--- config.mk ---
export PLATFORM = sky130hd
export DESIGN_NAME = fifo_rd_ctrl_flat
export DESIGN_NICKNAME = d
export VERILOG_FILES = /design/src/rtl/fifo_rd_ctrl_if.sv /design/src/rtl/fifo_rd_ctrl.sv /design/src/flat_wrapper.sv
export SDC_FILE = /design/constraint.sdc
export NUM_CORES = 1
export LEC_CHECK = 0
export ABC_CLOCK_PERIOD_IN_PS = 3100
export CAP_MARGIN = 40
export CORE_MARGIN = 2
export CORE_UTILIZATION = 33
export CTS_BUF_LIST = sky130_fd_sc_hd__clkbuf_4 sky130_fd_sc_hd__clkbuf_8
export DETAILED_ROUTE_END_ITERATION = 8
export GPL_TIMING_DRIVEN = 1
export HOLD_SLACK_MARGIN = 0.1
export MAX_ROUTING_LAYER = met4
export SLEW_MARGIN = 20
export SYNTH_ARGS = -nofsm -noshare
export SYNTH_HDL_FRONTEND = slang
export SYNTH_SLANG_ARGS = --single-unit
--- constraint.sdc ---
create_clock -name clk -period 3.1 [get_ports clk]
set_input_delay 0.62 -clock clk [delete_from_list [all_inputs] [get_ports clk]]
set_output_delay 0.62 -clock clk [all_outputs]
set_load 0.02 [all_outputs]
--- src/rtl/fifo_rd_ctrl_if.sv ---
`timescale 1ns/1ps
// fifo_rd_ctrl_if
// Bundles the signals between the FIFO read controller, the storage
// array, the write-side pointer logic and the downstream consumer.
//   wr_ptr     : write pointer from the write side (binary, wrap bit on top)
//   mem_data   : storage read data, valid the cycle after rd_en
//   dout_ready : consumer accepts dout this cycle
//   rd_en      : storage read strobe
//   rd_addr    : storage read address
//   rd_ptr     : registered read pointer, returned to the write side
//   dout       : output word
//   dout_valid : dout holds a valid word
//   empty      : no unread word in storage
//   count      : unread words in storage, 0..16
//   ptr_err    : sticky pointer-distance error
// master = the read controller, slave = its environment.
interface fifo_rd_ctrl_if #(
    parameter int DATA_W = 8,
    parameter int ADDR_W = 4,
    parameter int PTR_W  = ADDR_W + 1
);
    logic [PTR_W-1:0]  wr_ptr;
    logic [DATA_W-1:0] mem_data;
    logic              dout_ready;
    logic              rd_en;
    logic [ADDR_W-1:0] rd_addr;
    logic [PTR_W-1:0]  rd_ptr;
    logic [DATA_W-1:0] dout;
    logic              dout_valid;
    logic              empty;
    logic [PTR_W-1:0]  count;
    logic              ptr_err;

    modport master (
        input  wr_ptr, mem_data, dout_ready,
        output rd_en, rd_addr, rd_ptr, dout, dout_valid, empty, count, ptr_err
    );

    modport slave (
        output wr_ptr, mem_data, dout_ready,
        input  rd_en, rd_addr, rd_ptr, dout, dout_valid, empty, count, ptr_err
    );
endinterface

--- src/rtl/fifo_rd_ctrl.sv ---
`timescale 1ns/1ps
// fifo_rd_ctrl
// Read-side controller of a 16-entry FIFO. Owns the read pointer, issues
// reads to a synchronous-read storage array (1-cycle latency) and presents
// words first-word-fall-through through a 2-entry output buffer (output
// register + skid register) so that one word per cycle can be sustained.
// Ports:
//   clk   : clock, all state updates on the rising edge
//   clear : asynchronous active-low reset
//   bus   : fifo_rd_ctrl_if.master (see interface file for signal list)
module fifo_rd_ctrl #(
    parameter int DATA_W = 8,
    parameter int ADDR_W = 4,
    parameter int PTR_W  = ADDR_W + 1
) (
    input  logic           clk,
    input  logic           clear,
    fifo_rd_ctrl_if.master bus
);

    // Output buffer occupancy: nothing, dout only, dout plus skid.
    localparam logic [1:0] OUT0 = 2'd0;
    localparam logic [1:0] OUT1 = 2'd1;
    localparam logic [1:0] OUT2 = 2'd2;

    localparam logic [PTR_W-1:0] DEPTH = PTR_W'(1 << ADDR_W);

    logic [1:0]        out_state;
    logic [1:0]        out_state_nxt;
    logic [PTR_W-1:0]  rd_ptr_q;
    logic [DATA_W-1:0] dout_q;
    logic [DATA_W-1:0] skid_q;
    logic [DATA_W-1:0] dout_nxt;
    logic              fetch_pend;
    logic              ptr_err_q;

    logic              dout_valid_w;
    logic              skid_valid;
    logic              pop;
    logic              land;
    logic [1:0]        held;
    logic [1:0]        held_after_pop;
    logic [PTR_W-1:0]  count_w;
    logic              empty_w;
    logic              over_w;
    logic              rd_en_w;
    logic              dout_load;
    logic              dout_from_skid;
    logic              skid_load;

    // Occupancy view derived from the buffer state; a fetch in flight also
    // claims a slot so the buffer can never be overrun.
    always_comb begin
        dout_valid_w   = (out_state != OUT0);
        skid_valid     = (out_state == OUT2);
        pop            = dout_valid_w & bus.dout_ready;
        land           = fetch_pend;
        held           = {1'b0, dout_valid_w} + {1'b0, skid_valid} + {1'b0, fetch_pend};
        held_after_pop = held - {1'b0, pop};
    end

    // Storage occupancy from the registered pointers. A distance above the
    // depth can only come from a corrupted pointer, flagged as an error.
    // Equal addresses with differing wrap bits mean full, not empty.
    always_comb begin
        count_w = bus.wr_ptr - rd_ptr_q;
        empty_w = (bus.wr_ptr == rd_ptr_q);
        over_w  = (count_w > DEPTH);
    end

    // Read strobe. Suppressed while in reset so nothing is fetched into a
    // buffer that is being held cleared.
    always_comb begin
        rd_en_w = clear & ~empty_w & (held_after_pop < 2'd2) & ~ptr_err_q;
    end

    // Output buffer transitions. The skid register always holds the older
    // word, so on a pop it moves to dout before any landing fetch does.
    always_comb begin
        out_state_nxt  = out_state;
        dout_load      = 1'b0;
        dout_from_skid = 1'b0;
        skid_load      = 1'b0;
        case (out_state)
            OUT0: begin
                if (land) begin
                    dout_load     = 1'b1;
                    out_state_nxt = OUT1;
                end
            end
            OUT1: begin
                if (pop && land) begin
                    dout_load = 1'b1;
                end else if (pop) begin
                    out_state_nxt = OUT0;
                end else if (land) begin
                    skid_load     = 1'b1;
                    out_state_nxt = OUT2;
                end
            end
            OUT2: begin
                if (pop) begin
                    dout_load      = 1'b1;
                    dout_from_skid = 1'b1;
                    if (land) begin
                        skid_load = 1'b1;
                    end else begin
                        out_state_nxt = OUT1;
                    end
                end
            end
            default: begin
                out_state_nxt = OUT0;
            end
        endcase
        dout_nxt = dout_from_skid ? skid_q : bus.mem_data;
    end

    // Read pointer and fetch tracking; the storage returns data one cycle
    // after the strobe, which is exactly when fetch_pend is high.
    always_ff @(posedge clk or negedge clear) begin
        if (!clear) begin
            rd_ptr_q   <= '0;
            fetch_pend <= 1'b0;
        end else begin
            if (rd_en_w) begin
                rd_ptr_q <= rd_ptr_q + 1'b1;
            end
            fetch_pend <= rd_en_w;
        end
    end

    // Output buffer registers. dout keeps its last word when it empties.
    always_ff @(posedge clk or negedge clear) begin
        if (!clear) begin
            out_state <= OUT0;
            dout_q    <= '0;
            skid_q    <= '0;
        end else begin
            out_state <= out_state_nxt;
            if (dout_load) begin
                dout_q <= dout_nxt;
            end
            if (skid_load) begin
                skid_q <= bus.mem_data;
            end
        end
    end

    // Sticky pointer error; only reset clears it.
    always_ff @(posedge clk or negedge clear) begin
        if (!clear) begin
            ptr_err_q <= 1'b0;
        end else if (over_w) begin
            ptr_err_q <= 1'b1;
        end
    end

    assign bus.rd_en      = rd_en_w;
    assign bus.rd_addr    = rd_ptr_q[ADDR_W-1:0];
    assign bus.rd_ptr     = rd_ptr_q;
    assign bus.dout       = dout_q;
    assign bus.dout_valid = dout_valid_w;
    assign bus.empty      = empty_w;
    assign bus.count      = count_w;
    assign bus.ptr_err    = ptr_err_q;

endmodule

--- src/flat_wrapper.sv ---
// flat-port wrapper written by rule: the top's interface ports become plain ports
module fifo_rd_ctrl_flat 
#(
    parameter int DATA_W = 8,
    parameter int ADDR_W = 4,
    parameter int PTR_W  = ADDR_W + 1
)
  (clk, clear, bus_wr_ptr, bus_mem_data, bus_dout_ready, bus_rd_en, bus_rd_addr, bus_rd_ptr, bus_dout, bus_dout_valid, bus_empty, bus_count, bus_ptr_err);
  fifo_rd_ctrl_if #(.DATA_W(DATA_W), .ADDR_W(ADDR_W), .PTR_W(PTR_W)) bus_i ();
  input  logic clk;
  input  logic clear;
  input wire logic [$bits(bus_i.wr_ptr)-1:0] bus_wr_ptr;
  input wire logic [$bits(bus_i.mem_data)-1:0] bus_mem_data;
  input wire logic [$bits(bus_i.dout_ready)-1:0] bus_dout_ready;
  output wire logic [$bits(bus_i.rd_en)-1:0] bus_rd_en;
  output wire logic [$bits(bus_i.rd_addr)-1:0] bus_rd_addr;
  output wire logic [$bits(bus_i.rd_ptr)-1:0] bus_rd_ptr;
  output wire logic [$bits(bus_i.dout)-1:0] bus_dout;
  output wire logic [$bits(bus_i.dout_valid)-1:0] bus_dout_valid;
  output wire logic [$bits(bus_i.empty)-1:0] bus_empty;
  output wire logic [$bits(bus_i.count)-1:0] bus_count;
  output wire logic [$bits(bus_i.ptr_err)-1:0] bus_ptr_err;
  assign bus_i.wr_ptr = bus_wr_ptr;
  assign bus_i.mem_data = bus_mem_data;
  assign bus_i.dout_ready = bus_dout_ready;
  assign bus_rd_en = bus_i.rd_en;
  assign bus_rd_addr = bus_i.rd_addr;
  assign bus_rd_ptr = bus_i.rd_ptr;
  assign bus_dout = bus_i.dout;
  assign bus_dout_valid = bus_i.dout_valid;
  assign bus_empty = bus_i.empty;
  assign bus_count = bus_i.count;
  assign bus_ptr_err = bus_i.ptr_err;
  fifo_rd_ctrl #(.DATA_W(DATA_W), .ADDR_W(ADDR_W), .PTR_W(PTR_W)) u_core (.clk(clk), .clear(clear), .bus(bus_i));
endmodule
; Yosys cells after proc, flatten, opt, wreduce, memory -nomap -nowiden
; Index checks and enable logic that the tools add are counted.
[word_totals]
register_bits = 25
output_inout_bits = 26
[classes]
n_addsub = 5
n_lt_le_gt_ge = 2
n_eq_ne = 8
mux = 17
n_bitwise = 6
reduce_logical = 4
[ops]
columns = op, count
row1 = $mux W2, 6
row2 = $mux W8, 1
row3 = $mux W1, 7
row4 = $ne A2 B2 Y1 const B, 3
row5 = $pmux W2 S3, 1
row6 = $add A5 B1 Y5 const B, 1
row7 = $eq A5 B5 Y1, 1
row8 = $gt A5 B5 Y1 const B, 1
row9 = $reduce_and A5 Y1, 1
row10 = $sub A5 B5 Y5, 1
row11 = $and A1 B1 Y1, 4
row12 = $ne A3 B1 Y1 const B, 1
row13 = $pmux W1 S3, 1
row14 = $add A1 B1 Y2, 1
row15 = $add A2 B1 Y2, 1
row16 = $eq A2 B1 Y1 const B, 1
row17 = $eq A2 B2 Y1 const B, 1
row18 = $logic_not A2 Y1, 1
row19 = $lt A2 B2 Y1 const B, 1
row20 = $ne A2 B1 Y1 const B, 1
row21 = $not A1 Y1, 2
row22 = $pmux W1 S2, 1
row23 = $reduce_bool A2 Y1, 1
row24 = $sub A2 B1 Y2, 1
row25 = $logic_and A1 B1 Y1, 1

; Longest topological paths before layout
[depth]
depth_word = 7
mapped_depth = 8

; Worst setup path before layout
; No wires, ideal clock.
[synth_timing]
path_kind = reg2out
startpoint = register u_core.out_state[0]
endpoint = output port bus_rd_en
arrival_time_ps = 1883
required_ps = 2480
path_slack_ps = 597
path_stages_with_launch = 8
cell_sequence = dfrtp_1 inv_1 ha_1 nand2b_1 ha_1 a21oi_2 xnor2_2 nor4b_4
[synth_between]
elab_chain_len = 7
elab_cells_between_ends = 9
cone_classes = add/sub: 3 / order compare: 1 / eq/ne: 1 / bitwise: 3 / reduce/logical: 1
[synth_lines]
columns = element, line_no
row1 = "start, declared", fifo_rd_ctrl.sv:28  ; logic [1:0] out_state;
row2 = "start signal, assigned", fifo_rd_ctrl.sv:140  ; out_state <= out_state_nxt;
row3 = $eq A2 B2 Y1 or $reduce_bool A2 Y1 (tied branches), "fifo_rd_ctrl.sv:55, fifo_rd_ctrl.sv:54"
row4 = $add A1 B1 Y2, fifo_rd_ctrl.sv:58  ; held = {1'b0, dout_valid_w} + {1'b0, skid_valid} + {1'b0, fetch_pend};
row5 = $add A2 B1 Y2, fifo_rd_ctrl.sv:58
row6 = $sub A2 B1 Y2 (*), fifo_rd_ctrl.sv:59  ; held_after_pop = held - {1'b0, pop};
row7 = $lt A2 B2 Y1 (*), fifo_rd_ctrl.sv:74  ; rd_en_w = clear & ~empty_w & (held_after_pop < 2'd2) & ~ptr_err_q;
row8 = $and A1 B1 Y1 (*) (2 in a row), fifo_rd_ctrl.sv:74
row9 = "end, declared", flat_wrapper.sv:15  ; output wire logic [$bits(bus_i.rd_en)-1:0] bus_rd_en;
; Every way passes the cells marked *; elsewhere a longest branch is shown, timed or not.

; Worst setup path after layout
[layout_timing]
startpoint = input port bus_wr_ptr[0]
endpoint = output port bus_count[4]
[layout_between]
elab_chain_len = 1
[layout_lines]
columns = element, line_no
row1 = "start, declared", flat_wrapper.sv:12  ; input wire logic [$bits(bus_i.wr_ptr)-1:0] bus_wr_ptr;
row2 = $sub A5 B5 Y5, fifo_rd_ctrl.sv:66  ; count_w = bus.wr_ptr - rd_ptr_q;
row3 = "end, declared", flat_wrapper.sv:21  ; output wire logic [$bits(bus_i.count)-1:0] bus_count;
; Every way passes these cells.

==> summary.md <==
| Metric | Value |
|---|---|
| Run status | `complete, no violations` |
| Initial Util | `0.3403` |
| Share of the clock period used by the worst path | `0.9731` |
| Ys Warns | `0` |
| DPL Wire Length | `2624 um` |
| Utilization after layout | `0.4685` |
| Average via count per standard cell | `4.979` |
| Global placer's final weighted congestion | `0.9424` |
| Maximum vdd drop | `between 0.00015 and 0.0002 V` |
| Number of standard cells in the final layout excluding fillers | `236` |
| Post-Syn Instances | `135` |
| Worst setup slack before clock tree synthesis | `-0.3398 ns` |
| Main area contributors after synthesis | `sky130_fd_sc_hd__dfrtp_1 43%, sky130_fd_sc_hd__ha_1 9.4%, sky130_fd_sc_hd__mux2_2 6.1%` |
| Initial drt markers | `107` |
| Post-synth EDFFs | `0` |
| Maximum number of pins on one net before global-route repair | `29` |
| Area share of the leading cell type in the synthesized netlist | `0.4252` |
| Max Transition Viols Final | `0` |
| Category of the critical setup timing path | `input port to primary output` |
| # rows | `24` |
| Clock-pin slew reported for the worst setup and hold paths after clock tree synthesis | `around 0.090 ns` |
| Setup_tns | `0 ns` |
| Crit path required time | `2.48 ns` |
| Mean post-synth cell area | `10.90 um2` |
| CTS tree | `yes` |
| Number of diodes | `0` |
| Time the worst path needs with I/O delays and setup | `3.017 ns` |
| Hold Path Class | `flip-flop to flip-flop` |
| Number of nets produced by synthesis | `~160` |
| Number of maximum-capacitance constraint violations | `0` |
| Y dimension of the die | `approximately 71 um` |
| Power per standard cell area | `616.7 nW/um2` |
| Number of buffers inserted by hold repair at cts | `0` |
| Total clock sinks | `25` |
| CP Capture Type | `primary output` |
| Cell type with the highest aggregate area in the netlist | `sky130_fd_sc_hd__dfrtp_1` |
| Via count of the first global-routing pass | `1180` |
| Worst-margin pin slew | `0.6530 ns` |
| Area of the placeable core | `4324 um2` |
| Most common library cells after synthesis | `25 x sky130_fd_sc_hd__dfrtp_1, 11 x sky130_fd_sc_hd__ha_1, 10 x sky130_fd_sc_hd__a21oi_1, 10 x sky130_fd_sc_hd__inv_1, 10 x sky130_fd_sc_hd__nor2_1` |
| Setup repair after global routing missed its margin | `false` |
| Number of DRC violations after detailed routing | `0` |
| Number of I/O pins | `42` |
| Gr usage total | `0.1446` |
| Total chip power | `~1.2 mW` |
| Placed Instances | `232` |
| Vias after detailed routing | `1175` |
| Synthesized area | `1471 um2` |
| Post-route setup slack | `0.08327 ns` |
| Final routed wirelength across all metal layers | `3330 um` |
| Critical-path maximum fanout | `2` |
| Startpoint Class | `input port` |
| Die width | `approximately 71 um` |
| Proportion of layout cells with a drive suffix above 1 | `0.1739` |
| Cts bufs inserted | `3` |
| Post-DRT Antenna Nets | `0` |
| Fraction of synthesis flops using an asynchronous set or reset pin | `1.000` |
| First-pass GRT wire length | `5602 um` |
| Post-synthesis cell type count | `36` |
| Leakage power figure | `0.9755 nW` |
| Latest clock arrival within the worst-skew pair | `0.27 ns` |
| Placed instance area | `just under 2000 um2` |
| Most repeated cell in the gate-level netlist after synthesis | `sky130_fd_sc_hd__dfrtp_1` |
| Number of endpoints with negative hold slack in the final report | `0` |
| Antenna violations before repair | `0` |
| Area added between synthesis and finish | `37.67%` |
| Number of inserted filler cells in the final layout | `between 400 and 500` |
| Wire per inst | `14.11 um` |
| Most used DFF post-synth | `sky130_fd_sc_hd__dfrtp_1` |
| Design area | `2026 um2` |
| Net total in the final layout | `213` |
| Number of buffers inserted to repair setup after CTS | `0` |
| Max clock buf depth | `2` |
| Area of the die | `5009 um2` |
| Final setup violation count | `0` |
| Arrival time reported for the critical path endpoint | `2.40 ns` |
| Flop and latch count out of synthesis | `25` |
| Leftover overflow at the end of global routing | `0` |
| Number of detailed-routing iterations run before antenna repair | `4` |
| Maximum frequency from static timing analysis | `331.5 MHz` |
| CTS root buffer | `sky130_fd_sc_hd__clkbuf_8` |
| Clock skew after layout | `0.001979 ns` |
| Sequential element share of the synthesized area | `0.4252` |
| Number of H-tree levels | `1` |
| Post-Route Hold Slack | `0.5161 ns` |
| Count of input and output buffers | `41` |
| Worst slew margin relative to its limit | `0.5647` |
-- state kept, by name, summed over array words and instances, names as in the netlist --
register / cells
u_core.bus.dout: 8
u_core.bus.ptr_err: 1
u_core.fetch_pend: 1
u_core.skid_q: 8
u_core.out_state: 2
u_core.bus.rd_ptr: 5
-- layout make-up --
| type | count | area (um2) | share of cell area |
|---|---|---|---|
| Clock buffer | 3 | 41.29 | 0.02038 |
| Clock inverter | 1 | 7.507 | 0.003706 |
| Inverter | 10 | 37.54 | 0.01853 |
| Multi-Input combinational cell | 94 | 768.2 | 0.3792 |
| Sequential cell | 25 | 625.6 | 0.3088 |
| Tap cell | 52 | 65.06 | 0.03212 |
| Timing Repair Buffer | 51 | 480.5 | 0.2372 |
-- per-layer routing --
metal / wire, um / up-vias / global-route usage / share of wire
li1: - / 560 / - / -
met2: 1783 / 27 / 0.2596 / 0.54
met4: 54 / 0 / 0.05660 / 0.016
met3: 116 / 4 / 0.01425 / 0.035
met5: 0 / - / - / 0
met1: 1375 / 584 / 0.1652 / 0.41
-- worst paths after layout --
path	startpoint	endpoint	slack, ns	depth (start not counted)
max in group asynchronous	clear	u_core.out_state[0]	2.03	2
min	u_core.skid_q[1]	u_core.skid_q[1]	0.52	1
min reg2reg	u_core.skid_q[1]	u_core.skid_q[1]	0.52	1
min in group asynchronous	clear	u_core.skid_q[3]	0.82	2
max reg2reg	u_core.out_state[1]	u_core.bus.rd_ptr[1]	0.83	9
max	bus_wr_ptr[0]	bus_count[4]	0.08	9
-- critical path, stage by stage --
cell                              delay (ns)
sky130_fd_sc_hd__clkdlybuf4s50_1        0.40
sky130_fd_sc_hd__inv_1                  0.06
sky130_fd_sc_hd__ha_1                   0.12
sky130_fd_sc_hd__inv_1                  0.06
sky130_fd_sc_hd__fa_1                   0.40
sky130_fd_sc_hd__a21o_1                 0.19
sky130_fd_sc_hd__a21oi_1                0.17
sky130_fd_sc_hd__xnor2_1                0.16
sky130_fd_sc_hd__clkbuf_2               0.20
-- report_power, final --
part	leakage, nW	internal [mW]	switching, mW	total [mW]
clock network	0.0217	0.0912	0.110	0.201
logic	0.644	0.300	0.315	0.615
registers	0.309	0.392	0.0418	0.433
-- cells in the final DEF (no fill, tap or decap), types with 5 or more instances in the layout --
cell and count:
sky130_fd_sc_hd__xnor2_1 5, sky130_fd_sc_hd__inv_1 10, sky130_fd_sc_hd__dfrtp_1 25, sky130_fd_sc_hd__clkdlybuf4s50_1 36, sky130_fd_sc_hd__nand2_1 6, sky130_fd_sc_hd__nor2_1 10, sky130_fd_sc_hd__a21oi_1 10, sky130_fd_sc_hd__buf_4 10
sky130_fd_sc_hd__ha_1 11, sky130_fd_sc_hd__mux2i_1 8, sky130_fd_sc_hd__mux2_2 8
-- logic make-up after synthesis --
| logic type | synth area share |
|---|---|
| XOR/XNOR | 0.05868 |
| adder cells (fa/ha/maj) | 0.1071 |
| AO/OA/AOI/OAI | 0.1003 |
| buffers and inverters | 0.05272 |
| flip-flops | 0.4252 |
| multiplexers | 0.1259 |
| AND/OR/NAND/NOR | 0.1301 |
-- what timing repair did --
| item | 4_1_cts | 5_1_grt |
|---|---|---|
| pin swaps | 0 | 0 |
| resized for setup | 5 | 4 |
| setup endpoints to repair | 4 | 3 |
Note: power is estimated with default switching activity, not from simulation.
